### config.mk
export PLATFORM = sky130hd
export DESIGN_NAME = mem_arbiter_flat
export DESIGN_NICKNAME = d
export VERILOG_FILES = /design/src/rtl/mem_arbiter_if.sv /design/src/rtl/mem_arbiter.sv /design/src/flat_wrapper.sv
export SDC_FILE = /design/constraint.sdc
export NUM_CORES = 1
export LEC_CHECK = 0
export CORE_MARGIN = 5
export CORE_UTILIZATION = 29
export CTS_BUF_LIST = sky130_fd_sc_hd__clkbuf_16
export DETAILED_ROUTE_END_ITERATION = 10
export PLACE_DENSITY = 0.66
export SYNTH_ARGS = -nofsm -noshare
export SYNTH_HDL_FRONTEND = slang
export SYNTH_SLANG_ARGS = --single-unit
### constraint.sdc
create_clock -name clk -period 1.9 [get_ports clk]
set_clock_uncertainty 0.1 [all_clocks]
set_input_delay 0.285 -clock clk [delete_from_list [all_inputs] [get_ports clk]]
set_output_delay 0.285 -clock clk [all_outputs]
set_load 0.01 [all_outputs]
### src/rtl/mem_arbiter_if.sv
// Bundle of requester command/response channels and the memory port of mem_arbiter.
// The slave modport is the arbiter's view; the master modport is the environment
// (both requesters plus the memory) driving the arbiter.
interface mem_arbiter_if #(
    parameter int ADDR = 4,
    parameter int WORD = 4
) ();
    logic            req0_valid;
    logic            req0_wr;
    logic [ADDR-1:0] req0_addr;
    logic [WORD-1:0] req0_wdata;
    logic            req0_ready;
    logic            rsp0_valid;
    logic [WORD-1:0] rsp0_rdata;

    logic            req1_valid;
    logic            req1_wr;
    logic [ADDR-1:0] req1_addr;
    logic [WORD-1:0] req1_wdata;
    logic            req1_ready;
    logic            rsp1_valid;
    logic [WORD-1:0] rsp1_rdata;

    logic [ADDR-1:0] mem_addr;
    logic [WORD-1:0] mem_data_in;
    logic            mem_wr;
    logic [WORD-1:0] mem_data_out;

    modport slave (
        input  req0_valid, req0_wr, req0_addr, req0_wdata,
        output req0_ready, rsp0_valid, rsp0_rdata,
        input  req1_valid, req1_wr, req1_addr, req1_wdata,
        output req1_ready, rsp1_valid, rsp1_rdata,
        output mem_addr, mem_data_in, mem_wr,
        input  mem_data_out
    );

    modport master (
        output req0_valid, req0_wr, req0_addr, req0_wdata,
        input  req0_ready, rsp0_valid, rsp0_rdata,
        output req1_valid, req1_wr, req1_addr, req1_wdata,
        input  req1_ready, rsp1_valid, rsp1_rdata,
        input  mem_addr, mem_data_in, mem_wr,
        output mem_data_out
    );
endinterface

### src/rtl/mem_arbiter.sv
// mem_arbiter: shares one single-port synchronous memory between two requesters.
// One transaction in flight at a time; commands are only accepted in IDLE.
// Ties are broken round-robin on the last winner (rr_last), port 0 first after reset.
// Optional build macro MEM_ARB_FIXED_PRIO_EN: port 0 always wins ties instead.
// Read data is captured RD_LAT clocks after mem_addr is driven and returned
// with a one-cycle pulse one clock later.
module mem_arbiter #(
    parameter int ADDR   = 4,
    parameter int WORD   = 4,
    parameter int RD_LAT = 1
) (
    input  logic           clk,
    input  logic           rst_n,
    mem_arbiter_if.slave   bus
);

    typedef enum logic [1:0] {
        IDLE  = 2'd0,
        WRITE = 2'd1,
        READ  = 2'd2
    } state_t;

    // cnt runs 0..RD_LAT inside READ; RD_LAT is at most 3 so two bits suffice
    localparam logic [1:0] CAP_CNT = 2'(RD_LAT - 1);
    localparam logic [1:0] RSP_CNT = 2'(RD_LAT);

    state_t          state_q, state_d;
    logic            rr_last_q, rr_last_d;
    logic            cur_q, cur_d;
    logic [1:0]      cnt_q, cnt_d;
    logic [ADDR-1:0] mem_addr_q, mem_addr_d;
    logic [WORD-1:0] mem_data_in_q, mem_data_in_d;
    logic            mem_wr_q, mem_wr_d;
    logic            rsp0_valid_q, rsp0_valid_d;
    logic            rsp1_valid_q, rsp1_valid_d;
    logic [WORD-1:0] rsp0_rdata_q, rsp0_rdata_d;
    logic [WORD-1:0] rsp1_rdata_q, rsp1_rdata_d;

    logic            win;
    logic            accept;
    logic            win_wr;
    logic [ADDR-1:0] win_addr;
    logic [WORD-1:0] win_wdata;

    // Pick the winning port and decide whether a command is taken this cycle
    always_comb begin
        if (bus.req0_valid && bus.req1_valid) begin
`ifdef MEM_ARB_FIXED_PRIO_EN
            win = 1'b0;
`else
            win = ~rr_last_q;
`endif
        end else begin
            win = bus.req1_valid;
        end
        accept    = rst_n && (state_q == IDLE) && (bus.req0_valid || bus.req1_valid);
        win_wr    = win ? bus.req1_wr    : bus.req0_wr;
        win_addr  = win ? bus.req1_addr  : bus.req0_addr;
        win_wdata = win ? bus.req1_wdata : bus.req0_wdata;
    end

    assign bus.req0_ready  = accept && !win;
    assign bus.req1_ready  = accept && win;
    assign bus.mem_addr    = mem_addr_q;
    assign bus.mem_data_in = mem_data_in_q;
    assign bus.mem_wr      = mem_wr_q;
    assign bus.rsp0_valid  = rsp0_valid_q;
    assign bus.rsp0_rdata  = rsp0_rdata_q;
    assign bus.rsp1_valid  = rsp1_valid_q;
    assign bus.rsp1_rdata  = rsp1_rdata_q;

    // Next-state and next-output logic of the IDLE/WRITE/READ sequencer
    always_comb begin
        state_d       = state_q;
        rr_last_d     = rr_last_q;
        cur_d         = cur_q;
        cnt_d         = cnt_q;
        mem_addr_d    = mem_addr_q;
        mem_data_in_d = mem_data_in_q;
        mem_wr_d      = 1'b0;
        rsp0_valid_d  = 1'b0;
        rsp1_valid_d  = 1'b0;
        rsp0_rdata_d  = rsp0_rdata_q;
        rsp1_rdata_d  = rsp1_rdata_q;

        case (state_q)
            IDLE: begin
                if (accept) begin
                    mem_addr_d    = win_addr;
                    mem_data_in_d = win_wdata;
                    rr_last_d     = win;
                    cur_d         = win;
                    if (win_wr) begin
                        mem_wr_d = 1'b1;
                        state_d  = WRITE;
                    end else begin
                        cnt_d   = 2'd0;
                        state_d = READ;
                    end
                end
            end
            WRITE: begin
                state_d = IDLE;
            end
            READ: begin
                cnt_d = cnt_q + 2'd1;
                if (cnt_q == CAP_CNT) begin
                    if (cur_q) begin
                        rsp1_rdata_d = bus.mem_data_out;
                    end else begin
                        rsp0_rdata_d = bus.mem_data_out;
                    end
                end
                if (cnt_q == RSP_CNT) begin
                    rsp0_valid_d = !cur_q;
                    rsp1_valid_d = cur_q;
                    state_d      = IDLE;
                end
            end
            default: begin
                state_d = IDLE;
            end
        endcase
    end

    // State and registered outputs; reset abandons any access in flight
    always_ff @(posedge clk) begin
        if (!rst_n) begin
            state_q       <= IDLE;
            rr_last_q     <= 1'b1;
            cur_q         <= 1'b0;
            cnt_q         <= 2'd0;
            mem_addr_q    <= '0;
            mem_data_in_q <= '0;
            mem_wr_q      <= 1'b0;
            rsp0_valid_q  <= 1'b0;
            rsp1_valid_q  <= 1'b0;
            rsp0_rdata_q  <= '0;
            rsp1_rdata_q  <= '0;
        end else begin
            state_q       <= state_d;
            rr_last_q     <= rr_last_d;
            cur_q         <= cur_d;
            cnt_q         <= cnt_d;
            mem_addr_q    <= mem_addr_d;
            mem_data_in_q <= mem_data_in_d;
            mem_wr_q      <= mem_wr_d;
            rsp0_valid_q  <= rsp0_valid_d;
            rsp1_valid_q  <= rsp1_valid_d;
            rsp0_rdata_q  <= rsp0_rdata_d;
            rsp1_rdata_q  <= rsp1_rdata_d;
        end
    end

endmodule

### src/flat_wrapper.sv
// flat-port wrapper written by rule: the top's interface ports become plain ports
module mem_arbiter_flat 
#(
    parameter int ADDR   = 4,
    parameter int WORD   = 4,
    parameter int RD_LAT = 1
)
  (clk, rst_n, bus_req0_valid, bus_req0_wr, bus_req0_addr, bus_req0_wdata, bus_req0_ready, bus_rsp0_valid, bus_rsp0_rdata, bus_req1_valid, bus_req1_wr, bus_req1_addr, bus_req1_wdata, bus_req1_ready, bus_rsp1_valid, bus_rsp1_rdata, bus_mem_addr, bus_mem_data_in, bus_mem_wr, bus_mem_data_out);
  mem_arbiter_if #(.ADDR(ADDR), .WORD(WORD)) bus_i ();
  input  logic clk;
  input  logic rst_n;
  input wire logic [$bits(bus_i.req0_valid)-1:0] bus_req0_valid;
  input wire logic [$bits(bus_i.req0_wr)-1:0] bus_req0_wr;
  input wire logic [$bits(bus_i.req0_addr)-1:0] bus_req0_addr;
  input wire logic [$bits(bus_i.req0_wdata)-1:0] bus_req0_wdata;
  output wire logic [$bits(bus_i.req0_ready)-1:0] bus_req0_ready;
  output wire logic [$bits(bus_i.rsp0_valid)-1:0] bus_rsp0_valid;
  output wire logic [$bits(bus_i.rsp0_rdata)-1:0] bus_rsp0_rdata;
  input wire logic [$bits(bus_i.req1_valid)-1:0] bus_req1_valid;
  input wire logic [$bits(bus_i.req1_wr)-1:0] bus_req1_wr;
  input wire logic [$bits(bus_i.req1_addr)-1:0] bus_req1_addr;
  input wire logic [$bits(bus_i.req1_wdata)-1:0] bus_req1_wdata;
  output wire logic [$bits(bus_i.req1_ready)-1:0] bus_req1_ready;
  output wire logic [$bits(bus_i.rsp1_valid)-1:0] bus_rsp1_valid;
  output wire logic [$bits(bus_i.rsp1_rdata)-1:0] bus_rsp1_rdata;
  output wire logic [$bits(bus_i.mem_addr)-1:0] bus_mem_addr;
  output wire logic [$bits(bus_i.mem_data_in)-1:0] bus_mem_data_in;
  output wire logic [$bits(bus_i.mem_wr)-1:0] bus_mem_wr;
  input wire logic [$bits(bus_i.mem_data_out)-1:0] bus_mem_data_out;
  assign bus_i.req0_valid = bus_req0_valid;
  assign bus_i.req0_wr = bus_req0_wr;
  assign bus_i.req0_addr = bus_req0_addr;
  assign bus_i.req0_wdata = bus_req0_wdata;
  assign bus_req0_ready = bus_i.req0_ready;
  assign bus_rsp0_valid = bus_i.rsp0_valid;
  assign bus_rsp0_rdata = bus_i.rsp0_rdata;
  assign bus_i.req1_valid = bus_req1_valid;
  assign bus_i.req1_wr = bus_req1_wr;
  assign bus_i.req1_addr = bus_req1_addr;
  assign bus_i.req1_wdata = bus_req1_wdata;
  assign bus_req1_ready = bus_i.req1_ready;
  assign bus_rsp1_valid = bus_i.rsp1_valid;
  assign bus_rsp1_rdata = bus_i.rsp1_rdata;
  assign bus_mem_addr = bus_i.mem_addr;
  assign bus_mem_data_in = bus_i.mem_data_in;
  assign bus_mem_wr = bus_i.mem_wr;
  assign bus_i.mem_data_out = bus_mem_data_out;
  mem_arbiter #(.ADDR(ADDR), .WORD(WORD), .RD_LAT(RD_LAT)) u_core (.clk(clk), .rst_n(rst_n), .bus(bus_i));
endmodule
=== Yosys cells after proc, flatten, opt, wreduce, memory -nomap -nowiden ===
Index checks and enable logic that the tools add are counted.

* Equality and inequality tests: 5
* $add $sub $neg: 1
* Multiplexer cells: 12
* Bitwise gates (word level): 2
* Reductions and logical operators: 18

{| class="wikitable"
|+ Operators with widths
! kind !! count
|-
| AND reduction 3 bit || 5
|-
| two-way mux 2 bit || 5
|-
| two-way mux 4 bit || 2
|-
| one-hot mux 2 bit (2 select lines) || 2
|-
| logical AND 1 bit || 5
|-
| zero test 2 bit || 2
|-
| != test 2 x 1 -> 1 bit (second input constant) || 2
|-
| AND reduction 2 bit || 2
|-
| two-way mux 1 bit || 3
|-
| adder 2 x 1 -> 2 bit (second input constant) || 1
|-
| equality test 2 x 1 -> 1 bit (second input constant) || 1
|-
| equality test 2 bit (second input constant) || 1
|-
| zero test 1 bit || 2
|-
| != test 2 bit (second input constant) || 1
|-
| inverter 1 bit || 2
|-
| nonzero test 2 bit || 1
|-
| logical OR 1 bit || 1
|}

* Input port bits: 26
* Bits in registers: 25

=== Logic depth before layout (Yosys ltp) ===
* Depth after elaboration: 6
* Mapped depth: 6

=== Least setup slack after synthesis ===
Ideal clock, no wire load.

* Path kind: reg-to-output
* From: register u_core.state_q[0]
* To: output port bus_req1_ready
* Stages on the path, launching flop included: 5
* Required time: 1515 ps
* Arrival: 1206 ps
* Setup slack: 309 ps
* Path buffers: 2
* Cells stage by stage: dfxtp_1 -> buf_6 -> or3b_4 -> buf_2 -> nor2_1

* Cells in the longest elaborated chain, start to end: 4

{| class="wikitable"
|+ RTL lines
! item !! line !! text
|-
| start, declared || mem_arbiter.sv:27 || <nowiki>state_t state_q, state_d;</nowiki>
|-
| start signal, assigned || mem_arbiter.sv:141 || <nowiki>state_q <= state_d;</nowiki>
|-
| zero test 2 bit || mem_arbiter.sv:56 || <nowiki>accept = rst_n && (state_q == IDLE) && (bus.req0_valid || bus.req1_valid);</nowiki>
|-
| logical AND 1 bit (2 in a row) || mem_arbiter.sv:56 ||
|-
| logical AND 1 bit || mem_arbiter.sv:63 || <nowiki>assign bus.req1_ready = accept && win;</nowiki>
|-
| end, declared || flat_wrapper.sv:23 || <nowiki>output wire logic [$bits(bus_i.req1_ready)-1:0] bus_req1_ready;</nowiki>
|}

No other way between the ends.

=== Worst setup path after layout ===
Ends and elaborated chain as after synthesis.

==> metrics list <==
* Floorplan row count: 22
- Detail Route Antenna Nets: 0
- Detailed routing inserted a total of 1,020 vias.
- Area added between synthesis and finish: 61.0%
- Clock transition at path regs: 60 ps
- Final routed DRC violation total: 0
* Leakage dissipation: 0.680 nW
- Clock Root Buffer: sky130_fd_sc_hd__clkbuf_16
- Initial Utilization: 29.4%
* Leading cell type by number of instances after synthesis: sky130_fd_sc_hd__dfxtp_1
* Area share of the leading cell type in the synthesized netlist: 47.3%
- Number of buffers on the longest clock path: 2
- Counting instances, the worst hold path has a depth of 2.
- Dominant cells by area after synthesis: sky130_fd_sc_hd__dfxtp_1, sky130_fd_sc_hd__a221o_1, sky130_fd_sc_hd__nand3_1
- The commonest cells after synthesis are sky130_fd_sc_hd__dfxtp_1, sky130_fd_sc_hd__inv_1, sky130_fd_sc_hd__nand3_1, sky130_fd_sc_hd__nor3_1, sky130_fd_sc_hd__o21ai_0.
* Main flop type after synthesis: sky130_fd_sc_hd__dfxtp_1
- Number of iterations in the first detailed-routing pass: 4
* Final Hold Violating Endpoints: 0
* Library cell with the largest summed area after synthesis: sky130_fd_sc_hd__dfxtp_1
- Total length of routed wires: 2.76 mm
- Post-Syn Nets: 146
- Number of flops mapped to enable cells by yosys: 0
- Placed wire-length estimate: 2.18 mm
- Entering global routing, the biggest net connects 23 pins.
* Peak supply drop: 0.357 mV
- The final max-slew violation count came to 0.
* Maximum capacitance violations: 0
- After detailed routing, the average wire length per cell comes to 12.6 um.
- Setup violations remaining at the end of the flow were counted as 0.
* Number of clock sinks: 25
- Global placement routability congestion: 0.659
- The worst setup path is of the flop to output pin kind.
- For this run, the post-layout net count is 200.
* Post-synthesis async set-or-reset flop share: 0%
- Ordered list of cells on the worst path: or3b_4 -> nor2_4 -> clkdlybuf4s15_2
- Counting distinct cell types in the post-synthesis netlist gives 30.
- Synth Cell Area: 0.00106 mm^2
- The via count of the first global-routing pass was 1,059.
* Critical Path AT: 1370 ps
* GR Util All Layers: 11.7%
* Synthesized flop and latch total: 25
* Power per cell area: 784 mW/mm^2
- Critical path's largest stage delay: 440 ps
- Number of buffer cells added on primary ports: 46
- DRC marker count from the first detailed-route iteration: 21
- CP required: 1510 ps
* Synth Area in XOR/XNOR: 0%
- First-pass GRT wire length: 4.74 mm
- Maximum fanout along the worst path: 4
* Chip Width: 70.4 um
* Height of the chip: 70.4 um
- Setup repair after global routing left no endpoint under its margin.
- Fmax: 569 MHz
- The count of cells in the finished layout, fillers not included, comes to 219.
- Max-slew headroom at the worst pin: 73.1%
- In this run, CTS created clock tree buffers numbering 3.
- Standard cell core area: 0.00361 mm^2
- Multiplexer cells account for 0% of the synthesized area.
* Register area share after synthesis: 47.3%
* Fraction of layout cells with a size suffix above 1: 12.3%
- The final critical path takes up 92.5% of the cycle.
- Combinational family with the most area after synthesis: simple AND/OR/NAND/NOR gates
- Number of cells produced by synthesis: 118
- The number of cells on the worst reg-to-reg path is 3.
* TritonCTS clock tree: done
- Number of antenna repair diodes: 0
* Average instance area after synthesis: 8.97 um^2
* Yosys warning count: 0
- The die covers 0.00496 mm^2.
- In this run the number of H-tree levels came out at 1.
* Total overflow reported by the global router: 0
* Min-delay worst type: flop to flop
- Compound-cell area share of the yosys netlist: 20.2%
- The clock period could shrink to 1760 ps.
- Simple logic cell fraction of the synthesized area: 22.5%
- DP Cell Count: 215
* Slew @ Worst Pin: 403 ps
- The later pin in the worst-skew pair is clocked with a latency of 250 ps.
- The worst setup path is launched from a flop.
- Dividing the detail-routed via count by the number of cells gives 4.66.
* # hold bufs at CTS: 0
* Adder and majority gate portion of the synthesized area: 2.36%
- Element type at the critical path end: output pin
* Share of the core filled with cells in the final layout: 47.3%
* Initial antenna violation count: 0
* Cell with the biggest individual delay on the critical path: sky130_fd_sc_hd__or3b_4
- Ports placed on the boundary: 47
* Run status: complete, no violations
## layer usage
layer	track usage [%]	share of wire [%]
met1	13.7	43
met2	20.0	47
met3	4.75	9.5
met4	2.55	0.40
met5	0	0
## critical path, delay by kind of cell (launching register included)
kind | cells | cell delay (ps)
and+or+nand+nor | 2 | 570
DFF | 1 | 320
buffers and inverters | 1 | 230
## layout make-up
cell class	instances	area, um^2
Clock buffer	3	75.1
Clock inverter	1	5.00
Fill cell	350	1900
Inverter	11	41.3
Multi-Input combinational cell	74	484
Sequential cell	25	500
Tap cell	48	60.1
Timing Repair Buffer	57	538
## metrics by stage
stage | TNS [ps] | area, um^2 | worst slack, ps | hold slack, ps | power (W)
after floorplan | 0 | 1060 | 309 | 324 | 0.000729
after global placement | -929 | 1620 | -469 | 355 | 0.000884
after detailed placement | -966 | 1620 | -460 | 365 | 0.000890
after CTS | 0 | 1700 | 127 | 379 | 0.00135
after global routing | 0 | 1700 | 82.5 | 393 | 0.00140
final | 0 | 1700 | 142 | 374 | 0.00134
## report_power, final
group | internal, W | total [W] | switching, W
sequential | 0.000565 | 0.000590 | 0.0000248
clock | 0.000283 | 0.000456 | 0.000173
combinational | 0.000167 | 0.000289 | 0.000122
## flip-flops by register name, summed over array words and instances, names as in the netlist, 2 cells and up
name	flops
u_core.cnt_q	2
u_core.bus.rsp1_rdata	4
u_core.bus.mem_addr	4
u_core.bus.mem_data_in	4
u_core.bus.rsp0_rdata	4
u_core.state_q	2
## final timing paths
check / to / from / slack (ps)
hold / removal: u_core.bus.rsp1_rdata[1]$_SDFFE_PN0P_ / u_core.bus.rsp1_rdata[1]$_SDFFE_PN0P_ / 370
setup / recovery: bus_req1_ready / u_core.state_q[0]$_SDFFE_PN0P_ / 140
setup reg to reg: u_core.bus.mem_addr[0]$_SDFFE_PN0P_ / u_core.state_q[0]$_SDFFE_PN0P_ / 440
hold reg to reg: u_core.bus.rsp1_rdata[1]$_SDFFE_PN0P_ / u_core.bus.rsp1_rdata[1]$_SDFFE_PN0P_ / 370
## cell families after synthesis
group / after synthesis
AO/OA/AOI/OAI: 30
adder cells (fa/ha/maj): 2
buffers and inverters: 19
flip-flops: 25
AND/OR/NAND/NOR: 42
## layout by cell type, fill, tap and decap left out, drive strengths merged, types with 3 or more instances in the layout
| master | instances |
|---|---|
| a21oi | 4 |
| a221o | 8 |
| buf | 12 |
| clkbuf | 3 |
| clkdlybuf4s50 | 43 |
| dfxtp | 25 |
| inv | 11 |
| nand2 | 7 |
| nand3 | 10 |
| nor2 | 5 |
| nor3 | 9 |
| o21ai | 9 |
## repair_timing
item / CTS / global route
buffers inserted: 0 / 0
endpoints found under the setup margin: 2 / 0
gates resized for setup: 10 / 0
(Power assumes the default switching activity.)
